File: src/rtl/range_window_bank.sv
// rtl/range_window_bank.sv - bank of independent counter-triggered range windows with lowest-index priority encode
//
// Purpose: each channel opens a window of `length` cycles one clock after the
// shared position counter equals its start value, then waits for a counter wrap
// before it can fire again. The lowest-numbered open window is reported for
// object selection.
//
// Ports:
//   clock, reset        clock and asynchronous active-low reset
//   load, load_channel  write load_start/load_length into one channel
//   load_start          turn-on count
//   load_length         window length in cycles, 0 disables the channel
//   clear_all           disarm every channel, stored start/length kept
//   counter_wrap        one-cycle strobe: shared counter restarted
//   counter             shared upward-counting position
//   active              per-channel window-open flag (registered)
//   elapsed             per-channel cycles since active rose (registered)
//   done                per-channel one-cycle pulse when the window closes
//   any_active          OR of active
//   first_active        lowest-numbered set active bit, 0 when none
module range_window_bank #(
    parameter int CHANNELS      = 4,
    parameter int COUNTER_WIDTH = 10,
    parameter int LENGTH_WIDTH  = 8,
    localparam int IDX_WIDTH    = (CHANNELS > 1) ? $clog2(CHANNELS) : 1
) (
    input  logic                             clock,
    input  logic                             reset,
    input  logic                             load,
    input  logic [IDX_WIDTH-1:0]             load_channel,
    input  logic [COUNTER_WIDTH-1:0]         load_start,
    input  logic [LENGTH_WIDTH-1:0]          load_length,
    input  logic                             clear_all,
    input  logic                             counter_wrap,
    input  logic [COUNTER_WIDTH-1:0]         counter,
    output logic [CHANNELS-1:0]              active,
    output logic [CHANNELS*LENGTH_WIDTH-1:0] elapsed,
    output logic [CHANNELS-1:0]              done,
    output logic                             any_active,
    output logic [IDX_WIDTH-1:0]             first_active
);

    typedef enum logic [1:0] {
        IDLE   = 2'd0,
        ARMED  = 2'd1,
        ACTIVE = 2'd2,
        SPENT  = 2'd3
    } state_t;

    for (genvar ch = 0; ch < CHANNELS; ch++) begin : g_chan
        state_t                   state_q, state_d;
        logic [COUNTER_WIDTH-1:0] start_q, start_d;
        logic [LENGTH_WIDTH-1:0]  length_q, length_d;
        logic [LENGTH_WIDTH-1:0]  elapsed_q, elapsed_d;
        logic                     active_q, active_d;
        logic                     done_q, done_d;
        logic                     target;

        // Only indices below CHANNELS exist, so out-of-range load_channel
        // values simply match no channel.
        assign target = load && (load_channel == IDX_WIDTH'(ch));

        always_ff @(posedge clock or negedge reset) begin
            if (!reset) begin
                state_q   <= IDLE;
                start_q   <= '0;
                length_q  <= '0;
                elapsed_q <= '0;
                active_q  <= 1'b0;
                done_q    <= 1'b0;
            end else begin
                state_q   <= state_d;
                start_q   <= start_d;
                length_q  <= length_d;
                elapsed_q <= elapsed_d;
                active_q  <= active_d;
                done_q    <= done_d;
            end
        end

        always_comb begin
            state_d   = state_q;
            start_d   = start_q;
            length_d  = length_q;
            elapsed_d = elapsed_q;
            active_d  = active_q;
            done_d    = 1'b0;

            if (clear_all) begin
                // Stored start/length survive; a fresh load is needed to re-arm.
                state_d   = IDLE;
                active_d  = 1'b0;
                elapsed_d = '0;
            end else if (target) begin
                // Load wins over match, wrap and completion; an open window
                // is aborted silently.
                start_d   = load_start;
                length_d  = load_length;
                state_d   = (load_length != '0) ? ARMED : IDLE;
                active_d  = 1'b0;
                elapsed_d = '0;
            end else begin
                case (state_q)
                    ARMED: begin
                        if (counter == start_q) begin
                            state_d   = ACTIVE;
                            active_d  = 1'b1;
                            elapsed_d = '0;
                        end
                    end
                    ACTIVE: begin
                        // Wrap and further matches are ignored until the
                        // window has run its full length.
                        if (elapsed_q == length_q - LENGTH_WIDTH'(1)) begin
                            state_d   = SPENT;
                            active_d  = 1'b0;
                            elapsed_d = '0;
                            done_d    = 1'b1;
                        end else begin
                            elapsed_d = elapsed_q + LENGTH_WIDTH'(1);
                        end
                    end
                    SPENT: begin
                        // A match coincident with the wrap is not taken.
                        if (counter_wrap) begin
                            state_d = ARMED;
                        end
                    end
                    default: begin
                        state_d = state_q;
                    end
                endcase
            end
        end

        assign active[ch]                                  = active_q;
        assign done[ch]                                    = done_q;
        assign elapsed[ch*LENGTH_WIDTH +: LENGTH_WIDTH]    = elapsed_q;
    end

    assign any_active = |active;

    // Scan from the top so the lowest set index is written last.
    always_comb begin
        first_active = '0;
        for (int i = CHANNELS - 1; i >= 0; i--) begin
            if (active[i]) begin
                first_active = IDX_WIDTH'(i);
            end
        end
    end

endmodule

File: config.mk
export PLATFORM = sky130hd
export DESIGN_NAME = range_window_bank
export DESIGN_NICKNAME = d
export VERILOG_FILES = /design/src/rtl/range_window_bank.sv
export SDC_FILE = /design/constraint.sdc
export NUM_CORES = 1
export LEC_CHECK = 0
export ABC_AREA = 0
export CELL_PAD_IN_SITES_DETAIL_PLACEMENT = 0
export CELL_PAD_IN_SITES_GLOBAL_PLACEMENT = 2
export CORE_UTILIZATION = 37
export CTS_CLUSTER_SIZE = 40
export DETAILED_ROUTE_END_ITERATION = 8
export PLACE_DENSITY = 0.85
export SYNTH_ARGS = -nofsm -noshare
export SYNTH_HDL_FRONTEND = slang
export SYNTH_SLANG_ARGS = --single-unit
File: constraint.sdc
create_clock -name clock -period 3.3 [get_ports clock]
set_input_delay 0.99 -clock clock [delete_from_list [all_inputs] [get_ports clock]]
set_output_delay 0.99 -clock clock [all_outputs]
set_load 0.02 [all_outputs]
==> results.txt <==
The flow ran to the end, and the final reports show no timing, DRC or antenna violations. The share of synthesized flip-flops with an asynchronous set or reset came out at 1.000. The post-synthesis adder-cell area fraction came out at 0.03537.

The height of the chip is 140.3 um. By area, the combinational part of the netlist is dominated by simple AND/OR/NAND/NOR gates. The proportion of synthesized area in mux cells is 0.1121. The count of nets after finishing came out at 845. The largest buffer count on any clock path came out at 2. The worst setup margin is 169.6 ps. The most common cell after layout, fill and taps aside is sky130_fd_sc_hd__dfrtp_1. At the placement stage, the worst setup path has a slack of -198.4 ps.

The routability-driven placement congestion ratio came out at 0.8259. For this run, the detailed router's first-pass iteration total came to 4. The fmax came out at 319.4 MHz. The number of synthesized flops with an enable pin came out at 0. In the final timing run, aggregate negative setup slack is 0 ps.

The via count of the first global-routing pass was 5,809. The data required time of the critical path came out at 3660 ps. The floorplan has 50 rows. Among all flip-flop cells after synthesis, the most frequent one is sky130_fd_sc_hd__dfrtp_1. The worst clock skew is 8.309 ps. The most congested layer reported by global routing is met2. STA classifies the critical path startpoint as an input pin. The clock share of power is 0.391.

In the final layout, the share of cells above drive strength 1 is 0.2005. In this run the worst setup path begins at counter[8]. The hold buffer count at CTS came out at 0. The synthesis-stage register bit count is 120. The number of diodes is 0. The analysis attributes to cell leakage a power of 3.835 nW. Once layout is complete, the utilization of the core stands at 0.4783. The startpoint identified for the worst register-to-register timing path is g_chan[1].length_q[0]$_DFFE_PN0P_. The clock transition time at the flip-flop clock pins of the worst setup and hold paths is 60 ps. The number of nets in the synthesized netlist is 733. Setup repair after global routing left no endpoint under its margin. The proportion of total power due to net switching came out at 0.3020. The total routed wirelength came out at 18,420 um. The share of synthesized area in the top cell type comes to 0.4245. The largest voltage drop on the vdd net is 0.4211 mV. For met2 alone, demand over resource in global routing was 0.3400. The signal on the critical path passes through clkdlybuf4s50_1 -> xor2_1 -> nor4_1 -> buf_4 -> a31oi_1 -> or2_2 -> nor4_4 -> mux2_2. The overall track demand over capacity in global routing is 0.2007. The number of antenna violations at the first check in global routing was 0. The time the final worst path needs with I/O delays and setup came out at 3130 ps. Data on the critical path arrives at its endpoint at 3490 ps. Once the clock tree was built, the setup fixing pass inserted 0 buffers. The global-route track usage on met1 is 0.2529. The number of hold-slack violations in the final timing report came to 0.

In this run, post-CTS repair resized a total of 0 instances. The share of the Yosys chip area taken by registers is 0.4245. The core box area came out at 18,710 um2.

After detailed routing, the average wire length per cell comes to 17.76 um. The largest total area in the synthesized netlist belongs to sky130_fd_sc_hd__dfrtp_1. In the finished design, the share of the clock period the worst path needs comes to 0.9486.

The TritonCTS clock tree is done. Compared with the post-synthesis result, the final layout area differs by 26.46%. The largest stage delay on the critical path came out at 530 ps. During synthesis, Yosys emitted a total of 0 warnings. The first global-routing pass estimated 30,390 um of wire. The top-level I/O count came out at 78. The number of slew-limit violations in the final report is 0.

Along the worst path, the maximum fanout reaches 6. The tightest min-delay check is of the reg -> reg type. The level count of the clock H-tree came out at 4.

The fraction of met3 tracks used by global routing is 0.04239. The worst min-delay path startpoint is g_chan[2].start_q[3]$_DFFE_PN0P_. The slew at the pin with the worst max-slew slack is 700.3 ps. The cell-internal power is 3.483 mW. The share of the synthesized area in compound gates (AO/OA/AOI/OAI) came out at 0.1362. The residual DRC count is 0.

The effective utilization at floorplan came out at 0.3782. The via density per instance is 5.400. The library cell used as clock root buffer is sky130_fd_sc_hd__clkbuf_16. The total standard cell area after synthesis came out at 7074 um2.

The type of the worst setup path is in -> reg. The per-instance average area after synthesis is 10.43 um2. The net load switching power came out at 1.507 mW. Synthesis produced a netlist whose cell count is 678. The parity-gate share of the synthesized area counting xor and xnor cells came out at 0.08666. The estimated wirelength of the detail-placed design is 13,450 um.

The total die area came out at 19,680 um2. The total of endpoints with negative setup slack in the final report is 0. The worst setup path is captured at a flip-flop. The final hold slack came out at 527.0 ps. The count of maximum capacitance violations came out at 0.

The part of the total power dissipated in combinational logic is 0.224. The total global routing overflow is 0. Counting distinct cell types in the post-synthesis netlist gives 65. The clock latency at the later pin of the worst-skew pair came out at 420 ps. In the layout the commonest cells are sky130_fd_sc_hd__dfrtp_1, sky130_fd_sc_hd__clkdlybuf4s50_1, sky130_fd_sc_hd__mux2_2, sky130_fd_sc_hd__xor2_1, sky130_fd_sc_hd__o21ai_0. Of the total synthesized cell area, the portion taken by AND, OR, NAND and NOR gates is 0.1721. Among cell families on the critical path, the largest total delay comes from simple AND/OR/NAND/NOR gates.

The part of the power in registers is 0.385. The total number of vias is 5,600. On the critical path, the stage with the largest delay is an instance of sky130_fd_sc_hd__clkdlybuf4s50_1. In this run, CTS created clock tree buffers numbering 17. The tightest slew margin relative to the limit is 0.5332. Yosys attributes the largest share of cell area to sky130_fd_sc_hd__dfrtp_1, sky130_fd_sc_hd__mux2_2, sky130_fd_sc_hd__xor2_1. In this run the remaining antenna-violating nets after routing total 0. The cell area power density came out at 557.7 nW/um2.

In this run the tool buffered the top-level ports with 77 buffer cells. The total clock sinks came out at 120. After the first detailed-routing iteration, the DRC count stood at 312. The combined buffer and inverter count along the critical path came out at 2. The pin count of the biggest net entering global routing is 121. From left edge to right edge, the die measures 140.3 um. Counting the fill cells in the layout gives 1,683.
==> registers in the layout (all words and copies together) (netlist names) <==
signal,cells
g_chan.done_q,4
g_chan.elapsed_q,32
g_chan.state_q,8
g_chan.start_q,40
g_chan.length_q,32
g_chan.active_q,4
==> layout make-up <==
cell class | count | area, um2 | area share
tap | 234 | 292.8 | 0.03273
sequential | 120 | 3003 | 0.3357
inverter | 34 | 127.6 | 0.01427
clock inverter | 13 | 168.9 | 0.01888
timing repair buffer | 113 | 1064 | 0.1189
clock buffer | 19 | 452.9 | 0.05063
multi-input combinational | 504 | 3837 | 0.4290
==> path summary, 6_finish.rpt <==
kind	to	slack (ps)	cells past startpoint
setup / recovery	g_chan[3].elapsed_q[0]$_DFFE_PN0P_	170	8
hold reg to reg	g_chan[2].start_q[3]$_DFFE_PN0P_	530	1
setup reg to reg	g_chan[1].elapsed_q[0]$_DFFE_PN0P_	690	8
min in group asynchronous	g_chan[3].done_q$_DFF_PN0_	640	2
max in group asynchronous	g_chan[2].done_q$_DFF_PN0_	2120	2
hold / removal	g_chan[2].start_q[3]$_DFFE_PN0P_	530	1
==> cells in the mapped netlist (6+ instances only) <==
master,count
sky130_fd_sc_hd__a21o_1,6
sky130_fd_sc_hd__a21oi_1,13
sky130_fd_sc_hd__a22o_1,18
sky130_fd_sc_hd__and3_1,14
sky130_fd_sc_hd__buf_4,8
sky130_fd_sc_hd__clkbuf_1,7
sky130_fd_sc_hd__dfrtp_1,120
sky130_fd_sc_hd__ha_1,20
sky130_fd_sc_hd__inv_1,34
sky130_fd_sc_hd__mux2_2,66
sky130_fd_sc_hd__nand2_1,35
sky130_fd_sc_hd__nand2b_1,16
sky130_fd_sc_hd__nand3_1,14
sky130_fd_sc_hd__nand4_1,10
sky130_fd_sc_hd__nor2_1,35
sky130_fd_sc_hd__nor2b_1,20
sky130_fd_sc_hd__nor3_1,10
sky130_fd_sc_hd__nor3b_1,6
sky130_fd_sc_hd__nor4_1,13
sky130_fd_sc_hd__o21ai_0,41
sky130_fd_sc_hd__o31ai_1,6
sky130_fd_sc_hd__or2_2,8
sky130_fd_sc_hd__xnor2_1,22
sky130_fd_sc_hd__xor2_1,48
==> power by group through the flow <==
stage / sequential, mW / combinational (mW) / clock [mW]
after global routing: 1.96 / 1.24 / 2.06
after detailed placement: 1.95 / 1.11 / 0
final: 1.92 / 1.12 / 1.95
after floorplan: 1.87 / 0.778 / 0
after global placement: 1.93 / 1.08 / 0
after CTS: 1.92 / 1.13 / 2.00
==> layer usage <==
metal,part of all wire,routed length (um)
met1,0.45,8357
met5,0,0
met4,0.016,296
met2,0.49,9062
met3,0.038,707
==> stage by stage <==
| stage | cell area [um2] | cells | total power, mW |
|---|---|---|---|
| after detailed placement | 8324 | 1005 | 3.060 |
| after global routing | 8946 | 1037 | 5.255 |
| after global placement | 8324 | 1005 | 3.017 |
| after floorplan | 7074 | 678 | 2.649 |
| after CTS | 8946 | 1037 | 5.047 |
| final | 8946 | 1037 | 4.989 |
==> cells by family after synthesis <==
group	after synthesis
flops	120
fa+ha+maj	20
xor+xnor	70
simple gates	213
compound gates	130
mux	71
buf+inv	54
(Power assumes the default switching activity.)
